==> config.mk <==
export PLATFORM = sky130hd
export DESIGN_NAME = db_arbiter_flat
export DESIGN_NICKNAME = d
export VERILOG_FILES = /design/src/rtl/db_arbiter_pkg.sv /design/src/rtl/db_arbiter_if.sv /design/src/rtl/db_arbiter_rr_select.sv /design/src/rtl/db_arbiter.sv /design/src/flat_wrapper.sv
export SDC_FILE = /design/constraint.sdc
export NUM_CORES = 1
export LEC_CHECK = 0
export ABC_AREA = 1
export CAP_MARGIN = 30
export CORE_MARGIN = 2
export CORE_UTILIZATION = 42
export CTS_BUF_LIST = sky130_fd_sc_hd__clkbuf_4 sky130_fd_sc_hd__clkbuf_8 sky130_fd_sc_hd__clkbuf_16
export DETAILED_ROUTE_END_ITERATION = 8
export GPL_ROUTABILITY_DRIVEN = 0
export PLACE_DENSITY = 0.8
export SYNTH_ARGS = -nofsm -noshare
export SYNTH_HDL_FRONTEND = slang
export SYNTH_SLANG_ARGS = --single-unit
==> constraint.sdc <==
create_clock -name clk -period 2.1 [get_ports clk]
set_input_delay 0.42 -clock clk [delete_from_list [all_inputs] [get_ports clk]]
set_output_delay 0.42 -clock clk [all_outputs]
set_load 0.01 [all_outputs]
==> src/rtl/db_arbiter_pkg.sv <==
// Shared CPU break-state encodings, bus widths and arbiter FSM type for the data-break channel.
// Every db_arbiter file takes its codes from here so the CPU and the arbiter agree.
package db_arbiter_pkg;

  localparam int ADDR_W  = 15;
  localparam int DATA_W  = 12;
  localparam int STATE_W = 5;

  // CPU major-state codes (one-hot, matching the CPU's state register)
  localparam logic [STATE_W-1:0] F1  = 5'b00001;
  localparam logic [STATE_W-1:0] DB1 = 5'b01000;
  localparam logic [STATE_W-1:0] DB2 = 5'b10000;

  typedef enum logic [1:0] {
    IDLE,
    GRANT,
    BREAK,
    XFER
  } arb_state_e;

endpackage

==> src/rtl/db_arbiter_if.sv <==
// Requester and CPU break-channel signals of db_arbiter; slave = arbiter view, master = environment view.
// Vector bit N-1 is the PDP-8 bit 0 (most significant) of each word.
interface db_arbiter_if
  import db_arbiter_pkg::*;
#(
  parameter int NREQ = 2
);
  logic                clear;
  logic [STATE_W-1:0]  state;
  logic                break_in_prog;

  logic [NREQ-1:0]     req;
  logic [ADDR_W-1:0]   req_addr   [NREQ];
  logic [NREQ-1:0]     req_to_mem;
  logic [DATA_W-1:0]   req_wdata  [NREQ];
  logic [NREQ-1:0]     ack;
  logic [NREQ-1:0]     err;
  logic [DATA_W-1:0]   rdata;

  logic                data_break;
  logic [ADDR_W-1:0]   dmaAddr;
  logic                to_mem;
  logic [DATA_W-1:0]   dmaDOUT;
  logic [DATA_W-1:0]   dmaDIN;

  modport slave (
    input  clear, state, break_in_prog, req, req_addr, req_to_mem, req_wdata, dmaDIN,
    output ack, err, rdata, data_break, dmaAddr, to_mem, dmaDOUT
  );

  modport master (
    output clear, state, break_in_prog, req, req_addr, req_to_mem, req_wdata, dmaDIN,
    input  ack, err, rdata, data_break, dmaAddr, to_mem, dmaDOUT
  );

endinterface

==> src/rtl/db_arbiter_rr_select.sv <==
// Round-robin pick: first asserted req at or after ptr, wrapping mod NREQ. Purely combinational,
// no backpressure; valid low when nothing is pending.
module db_arbiter_rr_select #(
  parameter  int NREQ = 2,
  localparam int IW   = $clog2(NREQ)
) (
  input  logic [NREQ-1:0] req,
  input  logic [IW-1:0]   ptr,
  output logic            vld,
  output logic [IW-1:0]   idx
);

  logic [IW-1:0] cand;

  // Scan from farthest to nearest so the candidate closest to ptr is the last one written.
  always_comb begin
    vld  = 1'b0;
    idx  = '0;
    cand = '0;
    for (int k = NREQ - 1; k >= 0; k--) begin
      cand = IW'((int'(ptr) + k) % NREQ);
      if (req[cand]) begin
        vld = 1'b1;
        idx = cand;
      end
    end
  end

endmodule

==> src/rtl/db_arbiter.sv <==
// Data-break arbiter: round-robin grant, data_break 2 cycles after req, ack/err 1 cycle after DB2/abort.
// Requesters hold req until ack/err; the CPU paces the cycle through DB1/DB2, with a watchdog on DB1.
module db_arbiter
  import db_arbiter_pkg::*;
#(
  parameter int NREQ    = 2,
  parameter int TIMEOUT = 1023
) (
  input  logic        clk,
  input  logic        reset,
  db_arbiter_if.slave bus
);

  localparam int IW = $clog2(NREQ);
  localparam int WW = $clog2(TIMEOUT + 1);

  arb_state_e        state_q, state_d;
  logic [IW-1:0]     win_q, win_d;
  logic [IW-1:0]     rr_ptr_q, rr_ptr_d;
  logic [WW-1:0]     wdog_q, wdog_d;
  logic [ADDR_W-1:0] addr_q, addr_d;
  logic              to_mem_q, to_mem_d;
  logic [DATA_W-1:0] wdata_q, wdata_d;
  logic [DATA_W-1:0] rdata_q, rdata_d;
  logic              data_break_q, data_break_d;
  logic [NREQ-1:0]   ack_q, ack_d;
  logic [NREQ-1:0]   err_q, err_d;

  logic              sel_vld;
  logic [IW-1:0]     sel_idx;
  logic              abort;

  db_arbiter_rr_select #(.NREQ(NREQ)) u_rr_select (
    .req (bus.req),
    .ptr (rr_ptr_q),
    .vld (sel_vld),
    .idx (sel_idx)
  );

  // Only a break the CPU has not yet committed to may be cancelled by clear.
  assign abort = bus.clear && !bus.break_in_prog;

  always_comb begin
    state_d      = state_q;
    win_d        = win_q;
    rr_ptr_d     = rr_ptr_q;
    wdog_d       = wdog_q;
    addr_d       = addr_q;
    to_mem_d     = to_mem_q;
    wdata_d      = wdata_q;
    rdata_d      = rdata_q;
    data_break_d = data_break_q;
    ack_d        = '0;
    err_d        = '0;

    unique case (state_q)
      IDLE: begin
        if (sel_vld) begin
          win_d   = sel_idx;
          state_d = GRANT;
        end
      end
      GRANT: begin
        addr_d   = bus.req_addr[win_q];
        to_mem_d = bus.req_to_mem[win_q];
        wdata_d  = bus.req_wdata[win_q];
        wdog_d   = '0;
        if (abort) begin
          err_d[win_q] = 1'b1;
          state_d      = IDLE;
        end else begin
          data_break_d = 1'b1;
          state_d      = BREAK;
        end
      end
      BREAK: begin
        // DB1 means the CPU has taken the break, so it outranks both clear and the watchdog.
        if (bus.state == DB1) begin
          data_break_d = 1'b0;
          state_d      = XFER;
        end else if (abort || wdog_q == WW'(TIMEOUT - 1)) begin
          data_break_d = 1'b0;
          err_d[win_q] = 1'b1;
          state_d      = IDLE;
        end else begin
          wdog_d = wdog_q + 1'b1;
        end
      end
      XFER: begin
        if (bus.state == DB2) begin
          if (!to_mem_q) begin
            rdata_d = bus.dmaDIN;
          end
          ack_d[win_q] = 1'b1;
          rr_ptr_d     = (win_q == IW'(NREQ - 1)) ? '0 : win_q + 1'b1;
          state_d      = IDLE;
        end
      end
      default: state_d = IDLE;
    endcase
  end

  always_ff @(posedge clk) begin
    if (reset) begin
      state_q      <= IDLE;
      win_q        <= '0;
      rr_ptr_q     <= '0;
      wdog_q       <= '0;
      addr_q       <= '0;
      to_mem_q     <= 1'b0;
      wdata_q      <= '0;
      rdata_q      <= '0;
      data_break_q <= 1'b0;
      ack_q        <= '0;
      err_q        <= '0;
    end else begin
      state_q      <= state_d;
      win_q        <= win_d;
      rr_ptr_q     <= rr_ptr_d;
      wdog_q       <= wdog_d;
      addr_q       <= addr_d;
      to_mem_q     <= to_mem_d;
      wdata_q      <= wdata_d;
      rdata_q      <= rdata_d;
      data_break_q <= data_break_d;
      ack_q        <= ack_d;
      err_q        <= err_d;
    end
  end

  assign bus.ack        = ack_q;
  assign bus.err        = err_q;
  assign bus.rdata      = rdata_q;
  assign bus.data_break = data_break_q;
  assign bus.dmaAddr    = addr_q;
  assign bus.to_mem     = to_mem_q;
  assign bus.dmaDOUT    = wdata_q;

endmodule

==> src/flat_wrapper.sv <==
// flat-port wrapper written by rule: the top's interface ports become plain ports
module db_arbiter_flat import db_arbiter_pkg::*;
#(
  parameter int NREQ    = 2,
  parameter int TIMEOUT = 1023
)
  (clk, reset, bus_clear, bus_state, bus_break_in_prog, bus_req, bus_req_addr, bus_req_to_mem, bus_req_wdata, bus_dmaDIN, bus_ack, bus_err, bus_rdata, bus_data_break, bus_dmaAddr, bus_to_mem, bus_dmaDOUT);
  db_arbiter_if #(.NREQ(NREQ)) bus_i ();
  input  logic clk;
  input  logic reset;
  input wire logic [$bits(bus_i.clear)-1:0] bus_clear;
  input wire logic [$bits(bus_i.state)-1:0] bus_state;
  input wire logic [$bits(bus_i.break_in_prog)-1:0] bus_break_in_prog;
  input wire logic [$bits(bus_i.req)-1:0] bus_req;
  input wire logic [$bits(bus_i.req_addr)-1:0] bus_req_addr;
  input wire logic [$bits(bus_i.req_to_mem)-1:0] bus_req_to_mem;
  input wire logic [$bits(bus_i.req_wdata)-1:0] bus_req_wdata;
  input wire logic [$bits(bus_i.dmaDIN)-1:0] bus_dmaDIN;
  output wire logic [$bits(bus_i.ack)-1:0] bus_ack;
  output wire logic [$bits(bus_i.err)-1:0] bus_err;
  output wire logic [$bits(bus_i.rdata)-1:0] bus_rdata;
  output wire logic [$bits(bus_i.data_break)-1:0] bus_data_break;
  output wire logic [$bits(bus_i.dmaAddr)-1:0] bus_dmaAddr;
  output wire logic [$bits(bus_i.to_mem)-1:0] bus_to_mem;
  output wire logic [$bits(bus_i.dmaDOUT)-1:0] bus_dmaDOUT;
  assign bus_i.clear = bus_clear;
  assign bus_i.state = bus_state;
  assign bus_i.break_in_prog = bus_break_in_prog;
  assign bus_i.req = bus_req;
  assign bus_i.req_addr = {>>{bus_req_addr}};
  assign bus_i.req_to_mem = bus_req_to_mem;
  assign bus_i.req_wdata = {>>{bus_req_wdata}};
  assign bus_i.dmaDIN = bus_dmaDIN;
  assign bus_ack = bus_i.ack;
  assign bus_err = bus_i.err;
  assign bus_rdata = bus_i.rdata;
  assign bus_data_break = bus_i.data_break;
  assign bus_dmaAddr = bus_i.dmaAddr;
  assign bus_to_mem = bus_i.to_mem;
  assign bus_dmaDOUT = bus_i.dmaDOUT;
  db_arbiter #(.NREQ(NREQ), .TIMEOUT(TIMEOUT)) u_core (.clk(clk), .reset(reset), .bus(bus_i));
endmodule
==> impl_results.md <==
- Share of synthesized registers carrying an async set or reset: 0
- VDD IR max: 0.381 mV
- Syn Area/Cell: 6.99 sq um
- Commonest cells after routing, fill and taps aside: clkdlybuf4s50_1, nand2_1, dfxtp_1
- Drt drc: 0
- ANT cells: 0
- Crit-path max FO: 12
- Initial core utilization: 0.429
- Area Growth Syn to Fin: 52.9%
- Highest clock rate: 0.565 GHz
- I/O pin count: 124
- Distinct cells, synth: 27
- Fraction of layout cells with a size suffix above 1: 0.0730
- Total track usage: 0.204
- Pleak: 1.90 nW
- Post-Route WL: 7700 um
- Startpoint types: input port
- Number of vias per cell: about 4.9
- TritonCTS sink count: 59
- Clk pin slew, worst setup/hold paths: 70 ps
- Core area: 6680 sq um
- Syn. warnings: 0
- Crit-path most repeated cell: nor2_1
- Top delay family on crit path: simple AND/OR/NAND/NOR gates
- Worst skew pair latency: 330 ps
- Pin count of the biggest net entering global routing: 55
- Mapped Area: 2860 sq um
- Post-CTS setup buffer count: 0
- Setup TNS Final: 0 ps
- Minimum clock period: 1770 ps
- Final Util: 0.655
- Min-delay worst type: reg -> reg
- Die W: 86.6 um
- Max Slew Vio Count: 0
- Port buffer count: 123
- Die ar.: between 7000 and 8000 sq um
- CTS tree: done
- Hold Fails Final Rpt: 0
- Data arrival, critical path: roughly 2000 ps
- Initial antenna violation count: 0
- Post-Syn Instances: 410
- Post-CTS Resized: 0
- CTS buffer count: 9
- Fin crit share: 0.843
- Post-DR wirelength/cell: approximately 13 um
- First drt pass iteration count: 4
- Post-synth EDFFs: 0
- Slew HR: 0.410
- Clock buffer depth: 2
- Element type at the critical path end: flop
- # rows: 30
- Seq cells post-synth: 59
- Root Driver: clkbuf_8
- Net count reported at finish: 614
- Largest stage delay, worst path: 400 ps
- Worst-margin pin slew: 884 ps
- Critical path type: in -> reg
- HPWL Detailed: ~5700 um
- WP data required: about 2400 ps
- Setup Skew: 10.2 ps
- Final Instance Area: roughly 4400 sq um
- Area after DPL: 4150 sq um
- Final-layout fill cell count: around 600
- Die height: 86.6 um
- PwrDens: 716 nW/um^2
- Critical path buffers and inverters: 2
- Syn nets: 495
- Unrepaired setup endpoints after global routing: false
- Max Cap Viol: 0
- Commonest non-fill, non-tap cell in the layout: clkdlybuf4s50_1
- Starting DRC count in detailed routing: 194
- Antenna Nets Post-Route: 0
- Status: completed
- Sequential fraction of the synthesis area: 0.412
- Via count: 3017
- CTS H-tree depth: 3
- CTS Hold Bufs: 0
- CP Cell Sequence: clkdlybuf4s50_1 -> nor2_1 -> nand4_1 -> nor2_1 -> nand2_1 -> inv_1 -> nor2_1 -> nor2_1
- Grt ovf: 0
- Vias in the first global route: 2798
- Post-synth top flop: dfxtp_1
- Crit-path slowest cell: clkdlybuf4s50_1
- First-pass GRT wire length: 12300 um
- Final setup viols: 0
metrics by stage:
stage / power (mW) / instances / worst slack, ps / hold slack [ps]
after floorplan: 1.64 / 410 / 595 / 447
after global placement: 2.00 / 598 / 168 / 461
after CTS: 3.15 / 614 / 320 / 481
final: 3.14 / 614 / 329 / 477
after detailed placement: 2.01 / 598 / 11.8 / 467
after global routing: 3.29 / 614 / 127 / 516
state kept, by name, summed over array words and instances, names as in the netlist:
register               count
u_core.bus.err             2
u_core.bus.dmaDOUT        12
u_core.bus.rdata          12
u_core.bus.to_mem          1
u_core.bus.data_break      1
u_core.rr_ptr_q            1
u_core.bus.ack             2
u_core.win_q               1
u_core.wdog_q             10
u_core.state_q             2
u_core.bus.dmaAddr        15
kinds of logic after synthesis:
logic type                 count (synthesis)  synth area share
AOI/OAI and AO/OA                         62             0.140
xor gates and xnor gates                   2           0.00612
adders and majority gates                  6            0.0262
buffers and inverters                     76             0.109
DFF                                       59             0.412
and+or+nand+nor                          205             0.306
synthesized netlist by cell type (4+ instances only):
| cell type | instances | area [sq um] |
|---|---|---|
| nand2_1 | 97 | 364 |
| o211ai_1 | 29 | 218 |
| a21oi_1 | 12 | 60.1 |
| dfxtp_1 | 59 | 1180 |
| inv_1 | 53 | 199 |
| o21ai_0 | 15 | 75.1 |
| ha_1 | 6 | 75.1 |
| nor2_1 | 51 | 191 |
| nand3_1 | 42 | 210 |
| buf_2 | 6 | 30.0 |
| nand2_2 | 4 | 25.0 |
| a21oi_2 | 4 | 35.0 |
| clkbuf_1 | 7 | 26.3 |
| buf_1 | 6 | 22.5 |
path summary, 6_finish.rpt:
path | from | to | slack [ps] | depth (start not counted)
setup / recovery | bus_state[1] | u_core.bus.rdata[10] | 330 | 8
hold / removal | u_core.wdog_q[5] | u_core.wdog_q[5] | 480 | 2
setup reg to reg | u_core.state_q[0] | u_core.wdog_q[7] | 360 | 8
hold reg to reg | u_core.wdog_q[5] | u_core.wdog_q[5] | 480 | 2
worst register-to-register path: stages, from the launching register on:
cell and delay, ps:
dfxtp_1 380, inv_1 90, ha_1 350, nand4_1 220, nand2_1 80, inv_2 150
nand2_4 130, o21ai_0 180, nor2_1 50
report_power, final:
group	switching, mW	internal (mW)
combinational	0.331	0.386
clock	0.472	0.676
sequential	0.0590	1.21
metal layers:
metal | part of all wire | track usage | vias up
met4 | 0.0071 | 0.0668 | 0
met2 | 0.47 | 0.338 | 117
met3 | 0.090 | 0.0714 | 5
met1 | 0.43 | 0.248 | 1342
li1 | - | - | 1553
met5 | 0 | 0 | -
cell type report:
class                           count  area [sq um]  share of cell area
Tap cell                           80           100              0.0229
Clock buffer                        9           124              0.0283
Timing Repair Buffer              130          1300               0.296
Multi-Input combinational cell    275          1370               0.314
Sequential cell                    59          1180               0.270
Clock inverter                      7           100              0.0229
Inverter                           54           203              0.0463
(Power assumes the default switching activity.)
